<file path="src/rtl/fft_pkg.sv">
// Shared types and helpers for the radix-2 DIT FFT sequencer.
package fft_pkg;

    typedef enum logic [2:0] {
        IDLE,
        LOAD,
        ISSUE,
        WAIT1,
        WAIT2,
        CAPTURE,
        UNLOAD
    } state_t;

    localparam int DEF_TW_SCALE = 10;

    // Reverse the low 'bits' bits of v; upper bits return as zero.
    function automatic logic [31:0] bitrev(input logic [31:0] v, input int bits);
        logic [31:0] r;
        r = '0;
        for (int i = 0; i < bits; i++) begin
            r[i] = v[bits - 1 - i];
        end
        return r;
    endfunction

endpackage

</file>
<file path="src/rtl/fft_twiddle_rom.sv">
// Combinational twiddle table: k -> W_N^k = round(S*cos(2pi k/N)) - j*round(S*sin(2pi k/N)).
module fft_twiddle_rom
#(
    parameter int N        = 8,
    parameter int WIDTH    = 8,
    parameter int TW_SCALE = 10
) (
    input  logic [$clog2(N)-2:0] i_k,
    output logic [WIDTH-1:0]     o_w_re,
    output logic [WIDTH-1:0]     o_w_im
);

    localparam real PI = 3.14159265358979;

    logic [WIDTH-1:0] w_tab_re [N/2];
    logic [WIDTH-1:0] w_tab_im [N/2];

    // Round half away from zero so the table is symmetric about the axes.
    function automatic int tw_round(input real v);
        if (v >= 0.0) begin
            return $rtoi(v + 0.5);
        end
        return -$rtoi(0.5 - v);
    endfunction

    for (genvar gk = 0; gk < N/2; gk++) begin : g_tw
        localparam real ANG = 2.0 * PI * gk / N;
        assign w_tab_re[gk] = WIDTH'(tw_round(TW_SCALE * $cos(ANG)));
        assign w_tab_im[gk] = WIDTH'(-tw_round(TW_SCALE * $sin(ANG)));
    end

    assign o_w_re = w_tab_re[i_k];
    assign o_w_im = w_tab_im[i_k];

endmodule

</file>
<file path="src/rtl/fft_sequencer.sv">
// Radix-2 DIT FFT controller: bit-reversed load, in-place butterflies over log2(N) stages, natural-order unload.
//   state   | meaning
//   IDLE    | waiting for i_start
//   LOAD    | accepting N samples into RAM[bitrev(n)]
//   ISSUE   | butterfly start pulse, operands driven
//   WAIT1/2 | butterfly latency, operands held
//   CAPTURE | write ya/yb back to RAM[a]/RAM[b]
//   UNLOAD  | stream X[0..N-1] with valid/ready
module fft_sequencer
    import fft_pkg::*;
#(
    parameter int N        = 8,
    parameter int WIDTH    = 8,
    parameter int ADDR_W   = $clog2(N),
    parameter int TW_SCALE = DEF_TW_SCALE
) (
    input  logic             i_clk,
    input  logic             i_rst_n,
    input  logic             i_start,
    input  logic             i_in_valid,
    input  logic [WIDTH-1:0] i_in_re,
    input  logic [WIDTH-1:0] i_in_im,
    output logic             o_in_ready,
    output logic             o_out_valid,
    output logic [WIDTH-1:0] o_out_re,
    output logic [WIDTH-1:0] o_out_im,
    input  logic             i_out_ready,
    output logic             o_busy,
    output logic             o_done,
    output logic             o_bf_enable,
    output logic [WIDTH-1:0] o_bf_w_re,
    output logic [WIDTH-1:0] o_bf_w_im,
    output logic [WIDTH-1:0] o_bf_xa_re,
    output logic [WIDTH-1:0] o_bf_xa_im,
    output logic [WIDTH-1:0] o_bf_xb_re,
    output logic [WIDTH-1:0] o_bf_xb_im,
    input  logic [WIDTH-1:0] i_bf_ya_re,
    input  logic [WIDTH-1:0] i_bf_ya_im,
    input  logic [WIDTH-1:0] i_bf_yb_re,
    input  logic [WIDTH-1:0] i_bf_yb_im
);

    localparam int STAGE_W = $clog2(ADDR_W + 1);
    localparam int BF_W    = ADDR_W - 1;
    localparam logic [STAGE_W-1:0] LAST_STAGE = STAGE_W'(ADDR_W - 1);

    state_t             r_state;
    logic [ADDR_W-1:0]  r_n;
    logic [ADDR_W-1:0]  r_k;
    logic [BF_W-1:0]    r_bf;
    logic [STAGE_W-1:0] r_stage;
    logic               r_in_ready;
    logic               r_out_valid;
    logic               r_busy;
    logic               r_done;
    logic               r_bf_enable;
    logic [WIDTH-1:0]   r_out_re;
    logic [WIDTH-1:0]   r_out_im;
    logic [WIDTH-1:0]   r_ram_re [N];
    logic [WIDTH-1:0]   r_ram_im [N];

    logic [ADDR_W-1:0]  w_span;
    logic [ADDR_W-1:0]  w_j;
    logic [ADDR_W-1:0]  w_a;
    logic [ADDR_W-1:0]  w_b;
    logic [ADDR_W-1:0]  w_load_addr;
    logic [BF_W-1:0]    w_k;
    logic               w_compute;
    logic               w_accept;
    logic [WIDTH-1:0]   w_w_re;
    logic [WIDTH-1:0]   w_w_im;

    // r_bf counts butterflies within a stage as g*span + j.
    always_comb begin
        w_span      = ADDR_W'(1) << r_stage;
        w_j         = ADDR_W'(r_bf) & (w_span - ADDR_W'(1));
        w_a         = ((ADDR_W'(r_bf) >> r_stage) << (r_stage + STAGE_W'(1))) | w_j;
        w_b         = w_a + w_span;
        w_k         = BF_W'(w_j << (LAST_STAGE - r_stage));
        w_load_addr = ADDR_W'(bitrev(32'(r_n), ADDR_W));
        w_compute   = (r_state == ISSUE) || (r_state == WAIT1) ||
                      (r_state == WAIT2) || (r_state == CAPTURE);
        w_accept    = (r_state == LOAD) && i_in_valid && r_in_ready;
    end

    fft_twiddle_rom #(
        .N        (N),
        .WIDTH    (WIDTH),
        .TW_SCALE (TW_SCALE)
    ) u_twiddle_rom (
        .i_k    (w_k),
        .o_w_re (w_w_re),
        .o_w_im (w_w_im)
    );

    // Sample RAM is deliberately left out of reset.
    always_ff @(posedge i_clk) begin
        if (i_rst_n && w_accept) begin
            r_ram_re[w_load_addr] <= i_in_re;
            r_ram_im[w_load_addr] <= i_in_im;
        end
        if (i_rst_n && (r_state == CAPTURE)) begin
            r_ram_re[w_a] <= i_bf_ya_re;
            r_ram_im[w_a] <= i_bf_ya_im;
            r_ram_re[w_b] <= i_bf_yb_re;
            r_ram_im[w_b] <= i_bf_yb_im;
        end
    end

    always_ff @(posedge i_clk) begin
        if (!i_rst_n) begin
            r_state     <= IDLE;
            r_n         <= '0;
            r_k         <= '0;
            r_bf        <= '0;
            r_stage     <= '0;
            r_in_ready  <= 1'b0;
            r_out_valid <= 1'b0;
            r_busy      <= 1'b0;
            r_done      <= 1'b0;
            r_bf_enable <= 1'b0;
            r_out_re    <= '0;
            r_out_im    <= '0;
        end else begin
            r_done      <= 1'b0;
            r_bf_enable <= 1'b0;
            case (r_state)
                IDLE: begin
                    if (i_start) begin
                        r_state    <= LOAD;
                        r_in_ready <= 1'b1;
                        r_busy     <= 1'b1;
                        r_n        <= '0;
                    end
                end
                LOAD: begin
                    if (w_accept) begin
                        if (r_n == ADDR_W'(N - 1)) begin
                            r_state     <= ISSUE;
                            r_in_ready  <= 1'b0;
                            r_bf_enable <= 1'b1;
                            r_bf        <= '0;
                            r_stage     <= '0;
                        end else begin
                            r_n <= r_n + ADDR_W'(1);
                        end
                    end
                end
                ISSUE:   r_state <= WAIT1;
                WAIT1:   r_state <= WAIT2;
                WAIT2:   r_state <= CAPTURE;
                CAPTURE: begin
                    if (r_bf != '1) begin
                        r_bf        <= r_bf + BF_W'(1);
                        r_state     <= ISSUE;
                        r_bf_enable <= 1'b1;
                    end else if (r_stage != LAST_STAGE) begin
                        r_bf        <= '0;
                        r_stage     <= r_stage + STAGE_W'(1);
                        r_state     <= ISSUE;
                        r_bf_enable <= 1'b1;
                    end else begin
                        r_state <= UNLOAD;
                        r_k     <= '0;
                    end
                end
                UNLOAD: begin
                    if (!r_out_valid) begin
                        r_out_valid <= 1'b1;
                        r_out_re    <= r_ram_re[0];
                        r_out_im    <= r_ram_im[0];
                    end else if (i_out_ready) begin
                        if (r_k == ADDR_W'(N - 1)) begin
                            r_out_valid <= 1'b0;
                            r_done      <= 1'b1;
                            r_busy      <= 1'b0;
                            r_state     <= IDLE;
                        end else begin
                            r_k      <= r_k + ADDR_W'(1);
                            r_out_re <= r_ram_re[r_k + ADDR_W'(1)];
                            r_out_im <= r_ram_im[r_k + ADDR_W'(1)];
                        end
                    end
                end
                default: r_state <= IDLE;
            endcase
        end
    end

    assign o_in_ready  = r_in_ready;
    assign o_out_valid = r_out_valid;
    assign o_out_re    = r_out_re;
    assign o_out_im    = r_out_im;
    assign o_busy      = r_busy;
    assign o_done      = r_done;
    assign o_bf_enable = r_bf_enable;

    // Operands are only meaningful while a butterfly is in flight; otherwise drive zero.
    assign o_bf_xa_re = w_compute ? r_ram_re[w_a] : '0;
    assign o_bf_xa_im = w_compute ? r_ram_im[w_a] : '0;
    assign o_bf_xb_re = w_compute ? r_ram_re[w_b] : '0;
    assign o_bf_xb_im = w_compute ? r_ram_im[w_b] : '0;
    assign o_bf_w_re  = w_compute ? w_w_re : '0;
    assign o_bf_w_im  = w_compute ? w_w_im : '0;

endmodule

</file>
<file path="config.mk">
export PLATFORM = sky130hd
export DESIGN_NAME = fft_sequencer
export DESIGN_NICKNAME = d
export VERILOG_FILES = /design/src/rtl/fft_pkg.sv /design/src/rtl/fft_twiddle_rom.sv /design/src/rtl/fft_sequencer.sv
export SDC_FILE = /design/constraint.sdc
export NUM_CORES = 1
export LEC_CHECK = 0
export CAP_MARGIN = 5
export CORE_MARGIN = 2
export CORE_UTILIZATION = 50
export CTS_CLUSTER_DIAMETER = 100
export DETAILED_ROUTE_END_ITERATION = 6
export PLACE_DENSITY_LB_ADDON = 0.1
export SLEW_MARGIN = 15
export SYNTH_ARGS = -nofsm -noshare
export SYNTH_HDL_FRONTEND = slang
export SYNTH_SLANG_ARGS = --single-unit
</file>
<file path="constraint.sdc">
create_clock -name i_clk -period 7.25 [get_ports i_clk]
set_input_delay 1.0875 -clock i_clk [delete_from_list [all_inputs] [get_ports i_clk]]
set_output_delay 1.0875 -clock i_clk [all_outputs]
set_load 0.01 [all_outputs]
</file>
; ---- Yosys cells after proc, flatten, opt, wreduce, memory -nomap -nowiden
; Memory sizes are Yosys's and may differ from the RTL's.
; Cells that the tools add are included.
[classes]
addsub = 7
n_lt_le_gt_ge = 1
eq_ne = 24
n_shift = 4
mux = 72
bitwise_logic = 3
reduce_logical = 23
[op_table]
columns = cell, n
row1 = $mux W8, 18
row2 = $mux W3, 18
row3 = $bmux W8 S2, 2
row4 = $ne A2 B2 Y1 const B, 13
row5 = $pmux W3 S7, 1
row6 = $mux W1, 20
row7 = $reduce_and A4 Y1, 4
row8 = $reduce_or A8 Y1, 2
row9 = $eq A3 B3 Y1 const B, 5
row10 = $mux W2, 6
row11 = $pmux W3 S2, 2
row12 = $reduce_and A6 Y1, 2
row13 = $reduce_and A5 Y1, 2
row14 = $pmux W2 S2, 2
row15 = $reduce_bool A2 Y1, 4
row16 = $add A3 B1 Y3 const B, 2
row17 = $eq A3 B2 Y1 const B, 2
row18 = $pmux W1 S2, 3
row19 = $add A2 B1 Y2 const B, 2
row20 = $logic_and A1 B1 Y1, 4
row21 = $ne A2 B1 Y1 const B, 2
row22 = $add A3 B3 Y3, 1
row23 = $and A2 B3 Y3, 1
row24 = $eq A3 B1 Y1 const B, 1
row25 = other kinds (13), 15
[word_totals]
register_bits = 34
ram_bits = 128
in_bits = 53
n_memories = 2
[mem_list]
columns = memory, depth, word_bits, read_ports, rd_clocked_by_memory_dff, write_ports, line_no
row1 = r_ram_im, 8, 8, 4, 0, 2, fft_sequencer.sv:60  ; logic [WIDTH-1:0] r_ram_im [N];
row2 = r_ram_re, 8, 8, 4, 0, 2, fft_sequencer.sv:59  ; logic [WIDTH-1:0] r_ram_re [N];

; ---- Depth between registers and ports, before layout
; Gate-level depths: netlist (run 1).
[depth]
word_depth = 9
ltp_mapped = 16
ltp_nobuf = 11

; ---- Cells and area by module
; Synthesis (run 1) repeated with hierarchy kept, for this count alone.
[hier_totals]
hier_cells = 1127
hier_area_um2 = 12129.1
[modules_own_cells]
columns = module, instances, cells_each, area_each_um2
row1 = fft_sequencer, 1, 1109, 11989.0
row2 = fft_twiddle_rom, 1, 18, 140.1

; ---- Worst setup path before layout (run 1)
; OpenSTA, ideal clock, no wires.
[synth_path]
path_type = flip-flop to output port
startpoint = reg r_stage[0]
endpoint = out o_bf_xb_re[0]
arrival_ns = 3.609
slack_ns = 2.553
stages_incl_launch_ff = 16
n_path_buf = 5
path_cell_list = dfxtp_1 -> buf_6 -> inv_1 -> ha_1 -> buf_4 -> nand4bb_1 -> and2_1 -> buf_4 -> inv_1 -> ha_1 -> fa_1 -> buf_2 -> buf_2 -> mux4_2 -> o21ai_0 -> a21oi_1
[synth_between]
elab_chain_cells = 7
elab_cells_between_ends = 10
[synth_rtl]
columns = element, line_no
row1 = "start, declared", fft_sequencer.sv:51  ; logic [STAGE_W-1:0] r_stage;
row2 = "start signal, assigned", fft_sequencer.sv:159  ; r_stage <= r_stage + STAGE_W'(1);
row3 = $shl A1 B2 Y3, fft_sequencer.sv:75  ; w_span = ADDR_W'(1) << r_stage;
row4 = $sub A3 B1 Y3, fft_sequencer.sv:76  ; w_j = ADDR_W'(r_bf) & (w_span - ADDR_W'(1));
row5 = $and A2 B3 Y3, fft_sequencer.sv:76
row6 = $or A3 B3 Y3, fft_sequencer.sv:77  ; w_a = ((ADDR_W'(r_bf) >> r_stage) << (r_stage + STAGE_W'(1))) | w_j;
row7 = $add A3 B3 Y3 *, fft_sequencer.sv:78  ; w_b = w_a + w_span;
row8 = $mem_v2 Z8 W8 *, n/a
row9 = $mux W8 *, fft_sequencer.sv:201  ; assign o_bf_xb_re = w_compute ? r_ram_re[w_b] : '0;
row10 = "end, declared", fft_sequencer.sv:35  ; output logic [WIDTH-1:0] o_bf_xb_re,
; Every way passes the cells marked *; elsewhere a longest branch is shown, timed or not.

; ---- Worst setup path in the final report (run 1)
[layout_path]
startpoint = reg r_stage[0]
endpoint = out o_bf_xb_im[6]
[layout_between]
elab_chain_cells = 7
elab_cells_between_ends = 10
[layout_rtl]
columns = element, line_no
row1 = $shl A1 B2 Y3, fft_sequencer.sv:75
row2 = $sub A3 B1 Y3, fft_sequencer.sv:76
row3 = $and A2 B3 Y3, fft_sequencer.sv:76
row4 = $or A3 B3 Y3, fft_sequencer.sv:77
row5 = $add A3 B3 Y3 *, fft_sequencer.sv:78
row6 = $mem_v2 Z8 W8 *, n/a
row7 = $mux W8 *, fft_sequencer.sv:202  ; assign o_bf_xb_im = w_compute ? r_ram_im[w_b] : '0;
row8 = "end, declared", fft_sequencer.sv:36  ; output logic [WIDTH-1:0] o_bf_xb_im,
; Marked as above.

==> results.yml, run 1 <==
status:
  status: "complete, no violations"
logic_synthesis:
  synth_seq_cells: 162
  yosysWarningCount: 0
  async_reset_ff_frac: 0
  syn_area_sq_um: 11700
  synth-edff-count: 128
  seq_area_frac_synth: 0.388
  ys_types: 68
  synth_nets: 1081
  postSynthCellCount: 1014
  syn_avg_cell_area_sq_um: 11.5
  ys.flop_type: "edfxtp_1"
clock_network:
  clkTransAtPathRegs_ps: 60
  h-tree-depth: 4
  cts_hold_buffers: 0
  cts_buffers: 17
  clk_path_buf_depth: 2
  cts_setup_buffers: 0
  clock_sinks: 162
  cts_root_buf: "clkbuf_16"
  ctsResizeCount: 0
  cts_tree: "yes"
  clk_latency_ps: 430
finish:
  filler_cell_count: 1903
  fin_nets: 1151
  layout_common_cells: "128 x edfxtp_1, 121 x clkdlybuf4s50_1, 95 x mux2_2, 73 x nand2_1"
  final_layout_size_suffix_gt1_frac: 0.248
  fin_area_sq_um: 13600
  area_growth_pct: 16.8
  diodes: 0
  layout_commonest_cell: "edfxtp_1"
  layoutNonFillerInstCount: 1410
critical_path:
  cp_max_fo: 12
  cp_data_arrival_time_ps: 5200
  crit_path_start_kind: "flop"
  cp_slowest_cell: "dfxtp_1"
  crit_type: "flop to output pin"
  cp_slowest_stage_delay_ps: 680
  worstPathCellList: "inv_1 > ha_1 > nand4bb_4 > and2_1 > inv_1 > ha_1 > fa_2 > xor2_1 > a21oi_2 > buf_4 > o21ai_0 > a21oi_1 > clkdlybuf4s50_1"
  endpoint_kind: "output pin"
  cp_data_required_time_ps: 6160
timing:
  worst_pin_slew_ps: 1060
  tns_ps: 0
  fmax_mhz: 159
  timing.final.max_slew_violations: 0
  min_period_ps: 6290
  finalCritPeriodShare: 0.867
  slew_headroom: 0.293
  finalSetupViolCount: 0
  finClkSkew_ps: 10.8
  hold_ws_ps: 481
  rsz0062_at_grt: "false"
  hold_violations: 0
placement:
  io_buffers: 121
  dp_hpwl_um: 23000
  placed_cell_area_sq_um: 13100
  place_inst: 1378
  place_congestion: 0.913
route:
  routed_wl_um: 37100
  first_pass_iters: 5
  via_count: 9377
  ant_nets: 0
  drcViolationCount: 0
  wire_per_inst_um: 26.3
  routed_via_density: 6.65
  drt-initial-drc-count: 1046
floorplanning:
  num_io_pins: 122
  rows: 55
  die_w_um: 157
  fp.coreArea_sq_um: 22800
  die_area_sq_um: 24600
  start_util: 0.512
  die_h_um: 157
pwr:
  power.leakage_uw: 0.00469
  ir_drop_uv: 120
  cellPowerDensity_nw_per_um2: 147
  total_power_uw: 2010
grt:
  gr-usage-all-layers: 0.306
  grt_pass1_wl_um: 55500
  overflow: 0
  grt_max_degree: 97
  grt_pass1_vias: 9043
  antenna_found_initial: 0
job:
  max-cap-violations: 0
worst_hold_path:
  hold_path_class: "flop to flop"
## flip-flops by register name, indices dropped and copies added (netlist names), 2 cells and up
signal    count
o_out_re      8
r_ram_re     64
r_bf          2
r_state       3
r_n           3
r_k           3
r_ram_im     64
r_stage       2
o_out_im      8
## area by class of cell
cell class / instances / area (sq um) / area share
sequential: 162 / 4520 / 0.332
timing repair buffer: 154 / 1470 / 0.108
clock buffer: 21 / 440 / 0.0323
clock inverter: 11 / 81.3 / 0.00597
inverter: 11 / 41.3 / 0.00303
tap: 313 / 392 / 0.0287
multi-input combinational: 738 / 6680 / 0.490
## per-layer routing
layer  vias to the layer above  routed length, um  GRT usage
met3                        94               3410     0.0648
met2                       557              17500      0.499
li1                       4097                  -          -
met4                         0               1240      0.113
met1                      4629              15000      0.402
met5                         -                  0          0
## stage by stage
step / util / setup WS [ps]
final: 0.598 / 964
after global routing: 0.598 / 756
after CTS: 0.598 / 1040
after detailed placement: 0.575 / 1510
after global placement: 0.575 / 1600
after floorplan: - / 2550
## logic make-up (layout without fill, tap and decap cells)
family	Yosys count	in the layout	share of synthesized area
buf+inv	114	197	0.0503
fa+ha+maj	14	14	0.0157
xor+xnor	6	6	0.00740
compound gates	264	264	0.157
flops	162	162	0.388
simple gates	228	228	0.113
mux	226	226	0.269
## worst max-delay path, delay by kind of cell, from the launching register on
kind	cells	cell delay, ps
xor gates and xnor gates	1	190
buffers and inverters	4	1250
DFF	1	680
and+or+nand+nor	2	380
AOI/OAI and AO/OA	3	1040
adders and majority gates	3	1220
## cells in the mapped netlist, types with 2 or more instances
| cell | count | area [sq um] |
|---|---|---|
| o21ai_4 | 3 | 48.8 |
| and2_1 | 2 | 12.5 |
| buf_6 | 10 | 113 |
| mux2_2 | 95 | 1070 |
| nor3_1 | 3 | 15.0 |
| mux2_4 | 32 | 480 |
| ha_1 | 13 | 163 |
| and4b_1 | 2 | 20.0 |
| o21bai_1 | 2 | 15.0 |
| o21ai_0 | 42 | 210 |
| nand3_4 | 3 | 52.6 |
| nor2b_1 | 23 | 144 |
| a21boi_0 | 41 | 308 |
| a21oi_1 | 48 | 240 |
| clkbuf_1 | 57 | 214 |
| edfxtp_1 | 128 | 3840 |
| a2bb2oi_1 | 17 | 149 |
| dfxtp_1 | 34 | 681 |
| nand4b_1 | 3 | 26.3 |
| a22oi_1 | 2 | 15.0 |
| buf_2 | 18 | 90.1 |
| nand3_1 | 24 | 120 |
| nand3b_1 | 3 | 22.5 |
| mux2i_1 | 50 | 500 |
| o211ai_1 | 48 | 360 |
| a31oi_1 | 17 | 106 |
| nand2b_1 | 7 | 43.8 |
| nor2_1 | 16 | 60.1 |
| buf_4 | 16 | 120 |
| nand4_1 | 4 | 25.0 |
| nor3_4 | 4 | 65.1 |
| mux4_2 | 48 | 1080 |
| o21a_1 | 2 | 15.0 |
| xnor2_1 | 2 | 17.5 |
| o2111ai_1 | 16 | 140 |
| inv_1 | 10 | 37.5 |
| o31ai_1 | 5 | 37.5 |
| and3_1 | 50 | 313 |
| a32oi_1 | 4 | 35.0 |
| xnor2_2 | 2 | 32.5 |
| a21boi_1 | 9 | 67.6 |
| nand2_1 | 73 | 274 |
## worst paths after layout
| check | from | endpoint | slack [ps] | cells after the start |
|---|---|---|---|---|
| worst max-delay path | r_stage[0] | o_bf_xb_im[6] | 960 | 13 |
| worst min-delay path | r_k[1] | r_k[1] | 480 | 2 |
| worst max register to register | r_stage[0] | r_ram_re[3][6] | 1940 | 14 |
| worst min register to register | r_k[1] | r_k[1] | 480 | 2 |
## where the power goes
group	internal [uW]	switching, uW
clock	440	402
combinational	83.9	68.1
sequential	1000	7.89
total	1530	478
Power figures use the tool's default switching activity.
==> run 2: changes to the inputs <==
--- a/config.mk
+++ b/config.mk
@@ -10,6 +10,7 @@
 export CORE_UTILIZATION = 50
 export CTS_CLUSTER_DIAMETER = 100
 export DETAILED_ROUTE_END_ITERATION = 6
+export MAX_ROUTING_LAYER = met4
 export PLACE_DENSITY_LB_ADDON = 0.1
 export SLEW_MARGIN = 15
 export SYNTH_ARGS = -nofsm -noshare
==> run 2 against run 1 <==
Setup slack lost 9.1 ps. Core utilization is the same. Sequential power is essentially flat. Critical path depth is the same. Clock power grew 0.5%. Sequential cell count is the same. Sequential share of layout area is the same. Non-clock buffer count is the same. Routed wire length shrank 0.22%.
==> results.yml, run 2 (same netlist as run 1, synthesis figures left out) <==
status:
  status: "complete, no violations"
clock_network:
  clk_latency_ps: 430
  clock_sinks: 162
  cts_hold_buffers: 0
  cts_tree: "yes"
  h-tree-depth: 4
  cts_buffers: 17
  clkTransAtPathRegs_ps: 70
  clk_path_buf_depth: 2
  cts_setup_buffers: 0
  cts_root_buf: "clkbuf_16"
  ctsResizeCount: 0
timing:
  fmax_mhz: 159
  finalSetupViolCount: 0
  worst_pin_slew_ps: 1060
  finalCritPeriodShare: 0.868
  timing.final.max_slew_violations: 0
  min_period_ps: 6300
  tns_ps: 0
  finClkSkew_ps: 10.5
  slew_headroom: 0.292
  hold_violations: 0
  rsz0062_at_grt: "false"
  setup_slack_ps: 955
critical_path:
  timing.rr.end: "r_ram_re[3][2]"
  r2r_start: "r_stage[0]"
  crit_type: "flop to output pin"
  worstRegToRegCells: 14
  cp_slowest_cell: "dfxtp_1"
  crit_buf_inv: 4
  cp_max_fo: 12
  crit_family: "buffers and inverters"
  cp_data_required_time_ps: 6160
  cp_data_arrival_time_ps: 5210
  endpoint_kind: "output pin"
  crit_path_start_kind: "flop"
  worstPathCellList: "inv_1 > ha_1 > nand4bb_4 > and2_1 > inv_1 > ha_1 > fa_2 > xor2_1 > a21oi_2 > buf_4 > o21ai_0 > a21oi_1 > clkdlybuf4s50_1"
  reg2reg_slack_ps: 1960
  cp_slowest_stage_delay_ps: 680
route:
  via_count: 9336
  routed_wl_um: 37000
  drt-initial-drc-count: 1071
  first_pass_iters: 5
  ant_nets: 0
  routed_via_density: 6.62
  drcViolationCount: 0
  wire_per_inst_um: 26.2
placement:
  dp_hpwl_um: 23000
  place_ws_ps: 1510
  placed_cell_area_sq_um: 13100
  place_congestion: 0.931
  io_buffers: 121
pwr:
  power.leakage_uw: 0.00469
  cellPowerDensity_nw_per_um2: 148
  ir_drop_uv: 120
floorplanning:
  die_w_um: 157
  rows: 55
  die_h_um: 157
  num_io_pins: 122
  start_util: 0.512
  die_area_sq_um: 24600
  fp.coreArea_sq_um: 22800
finish:
  reg_top3: "r_ram_im: 64 flops, r_ram_re: 64 flops"
  final_layout_size_suffix_gt1_frac: 0.248
  layout_commonest_cell: "edfxtp_1"
  layout_common_cells: "128 x edfxtp_1, 121 x clkdlybuf4s50_1, 95 x mux2_2, 73 x nand2_1"
  fin_nets: 1151
  fin_area_sq_um: 13600
  area_growth_pct: 16.8
  diodes: 0
worst_hold_path:
  hold_path.startpoint: "r_k[1]"
  min_delay_path_depth: 2
  hold_path_class: "flop to flop"
  whs_endpoint: "r_k[1]"
job:
  max-cap-violations: 0
grt:
  grt_max_degree: 97
  antenna_found_initial: 0
  grt_pass1_wl_um: 55400
  grt_pass1_vias: 9032
  gr-usage-all-layers: 0.315
  overflow: 0
run 2: tightest hold or removal path: stages (launching register included):
cell,delay [ps]
dfxtp_1,310
o21ai_0,70
a21oi_1,60
run 2: per-layer routing:
metal	share of wire	track usage	vias up
li1	-	-	4095
met3	0.091	0.0640	89
met1	0.40	0.402	4633
met5	0	-	-
met4	0.032	0.110	0
met2	0.47	0.501	519
run 2: per-stage QoR:
| stage | power [uW] | util | instances | hold WS [ps] |
|---|---|---|---|---|
| after detailed placement | 1180 | 0.575 | 1378 | 472 |
| after CTS | 2010 | 0.598 | 1410 | 481 |
| after floorplan | 1110 | - | 1014 | 453 |
| after global placement | 1180 | 0.575 | 1378 | 465 |
| after global routing | 2060 | 0.598 | 1410 | 523 |
| final | 2010 | 0.598 | 1410 | 482 |
run 2: how the worst max path moves through the flow:
| stage | cells after the start | startpoint | endpoint |
|---|---|---|---|
| 2_1_floorplan | 15 | r_stage[0] | o_bf_xb_re[0] |
| 3_3_place_gp | 13 | r_stage[0] | o_bf_xb_re[5] |
| 3_5_place_dp | 13 | r_stage[0] | o_bf_xb_im[6] |
| 4_1_cts | 13 | r_stage[0] | o_bf_xb_im[6] |
| 5_1_grt | 13 | r_stage[0] | o_bf_xb_im[6] |
| 6_report | 13 | r_stage[0] | o_bf_xb_im[6] |
run 2: report_power, final:
group          total [uW]  switching (uW)  internal, uW
clock                 847             406           441
combinational         152            68.2          83.9
sequential           1010            7.87          1000
total                2010             482          1530
run 2: layout make-up:
type,instances,area (sq um)
fill,1903,9150
tap,313,392
multi-input combinational,738,6680
sequential,162,4520
clock buffer,21,440
timing repair buffer,154,1470
clock inverter,11,81.3
inverter,11,41.3
==> run 3: changes to the inputs <==
--- a/config.mk
+++ b/config.mk
@@ -6,8 +6,10 @@
 export NUM_CORES = 1
 export LEC_CHECK = 0
 export CAP_MARGIN = 5
+export CELL_PAD_IN_SITES_DETAIL_PLACEMENT = 1
+export CELL_PAD_IN_SITES_GLOBAL_PLACEMENT = 2
 export CORE_MARGIN = 2
-export CORE_UTILIZATION = 50
+export CORE_UTILIZATION = 42
 export CTS_CLUSTER_DIAMETER = 100
 export DETAILED_ROUTE_END_ITERATION = 6
 export MAX_ROUTING_LAYER = met4
==> run 3 against run 2 <==
Sequential share of layout area is 0.31 points lower. Fmax is 0.71% lower. Clock skew is 0.71 ps higher. Sequential cell count stayed put. Highest routed layer unchanged.
==> results.yml, run 3 (same netlist as run 1, synthesis figures left out) <==
status:
  status: "complete, no violations"
clock_network:
  cts_hold_buffers: 0
  ctsResizeCount: 0
  clk_path_buf_depth: 2
  cts_root_buf: "clkbuf_16"
  clock_sinks: 162
  cts_tree: "yes"
  clk_latency_ps: 440
  h-tree-depth: 4
  clkTransAtPathRegs_ps: 70
  cts_buffers: 17
  cts_setup_buffers: 0
critical_path:
  worstPathCellList: "inv_1 > ha_1 > nand4bb_4 > and2_1 > inv_1 > ha_1 > fa_2 > xor2_1 > a21oi_2 > buf_4 > o21ai_0 > a21oi_1 > clkdlybuf4s50_1"
  cp_slowest_cell: "dfxtp_1"
  cp-startpoint: "r_stage[0]"
  r2r_start: "r_stage[0]"
  crit_buf_inv: 4
  cp_data_required_time_ps: 6160
  reg2reg_slack_ps: 1980
  crit_family: "buffers and inverters"
  cp_data_arrival_time_ps: 5250
  timing.rr.end: "r_ram_re[6][6]"
  crit_path_start_kind: "flop"
  crit_type: "flop to output pin"
  endpoint_kind: "output pin"
  cp_slowest_stage_delay_ps: 710
  worstRegToRegCells: 12
  cp_max_fo: 11
placement:
  io_buffers: 121
  placed_cell_area_sq_um: 13200
  place_congestion: 0.853
  place_ws_ps: 1460
  dp_hpwl_um: 26400
  place_inst: 1445
finish:
  multi_input_area_sq_um: 6680
  fin_util: 0.499
  filler_cell_count: 2882
  fin_area_sq_um: 13800
  fin_nets: 1153
  reg_top3: "r_ram_im: 64 flops, r_ram_re: 64 flops"
  layoutNonFillerInstCount: 1477
  regArea_sq_um: 4520
  layout_common_cells: "128 x edfxtp_1, 121 x clkdlybuf4s50_1, 95 x mux2_2, 73 x nand2_1"
  layout_commonest_cell: "edfxtp_1"
  final_layout_size_suffix_gt1_frac: 0.252
  diodes: 0
  area_growth_pct: 17.9
grt:
  overflow: 0
  gr-usage-all-layers: 0.301
  grt_pass1_wl_um: 62300
  grt_pass1_vias: 9469
  antenna_found_initial: 0
  grt_max_degree: 97
floorplanning:
  num_io_pins: 122
  rows: 61
  die_h_um: 171
  fp.coreArea_sq_um: 27600
  start_util: 0.423
  die_area_sq_um: 29100
  die_w_um: 171
timing:
  finalSetupViolCount: 0
  min_period_ps: 6340
  timing.final.max_slew_violations: 0
  rsz0062_at_grt: "false"
  setup_slack_ps: 910
  worst_pin_slew_ps: 1100
  slew_headroom: 0.266
  tns_ps: 0
  hold_violations: 0
  finClkSkew_ps: 11.3
  fmax_mhz: 158
  finalCritPeriodShare: 0.875
route:
  routed_wl_um: 42000
  wire_per_inst_um: 28.4
  first_pass_iters: 6
  via_count: 9410
  ant_nets: 0
  drt-initial-drc-count: 989
  routed_via_density: 6.37
  drcViolationCount: 0
pwr:
  switching_share: 0.253
  power_switching_uw: 521
  power.leakage_uw: 0.00472
  pwr-share-comb: 0.076
  seq_power_share: 0.491
  internal_power_uw: 1540
  p_clk_frac: 0.434
  ir_drop_uv: 147
  cellPowerDensity_nw_per_um2: 150
worst_hold_path:
  min_delay_path_depth: 2
  hold_path.startpoint: "r_k[1]"
  whs_endpoint: "r_k[1]"
  hold_path_class: "flop to flop"
job:
  max-cap-violations: 0
-- run 3: cell count changes in the layout (fill, tap and decap cells not counted), moves of 2 or more --
cell	change
clkinvlp_4	-3
inv_6	+3
buf_4	+2
clkbuf_1	-2
clkinv_4	+2
inv_8	+2
-- run 3: cell type report --
class	instances	share of cell area
sequential	162	0.329
inverter	11	0.00300
tap	378	0.0344
clock buffer	19	0.0315
clock inverter	13	0.00846
multi-input combinational	738	0.486
timing repair buffer	156	0.108
-- run 3: tightest hold or removal path, stage by stage, from the launching register on --
cell     delay (ps)
dfxtp_1         310
o21ai_0          70
a21oi_1          60
-- run 3: power groups by stage --
stage | sequential, uW | combinational (uW) | clock, uW
final | 1010 | 156 | 894
after global routing | 1010 | 168 | 935
after CTS | 1010 | 156 | 906
after detailed placement | 1030 | 155 | 0
after global placement | 1030 | 153 | 0
after floorplan | 1030 | 81.9 | 0
-- run 3: through the flow --
stage | hold slack (ps) | power (uW)
detailed placement | 474 | 1190
CTS | 485 | 2070
finish | 488 | 2060
global route | 519 | 2120
global placement | 456 | 1190
floorplan | 453 | 1110
-- run 3: worst max-delay path by stage --
stage,slack [ps],end,cells past startpoint
after floorplan,2550,o_bf_xb_re[0],15
after global placement,1580,o_bf_xb_re[7],12
after detailed placement,1460,o_bf_xb_im[4],13
after CTS,960,o_bf_xb_im[5],13
after global routing,690,o_bf_xb_re[7],12
final,910,o_bf_xb_im[5],13
-- run 3: metal layers --
metal  GRT usage  wire length (um)
met2       0.475             19700
met4      0.0922              1030
met5           -                 0
met1       0.404             18400
met3      0.0433              2840
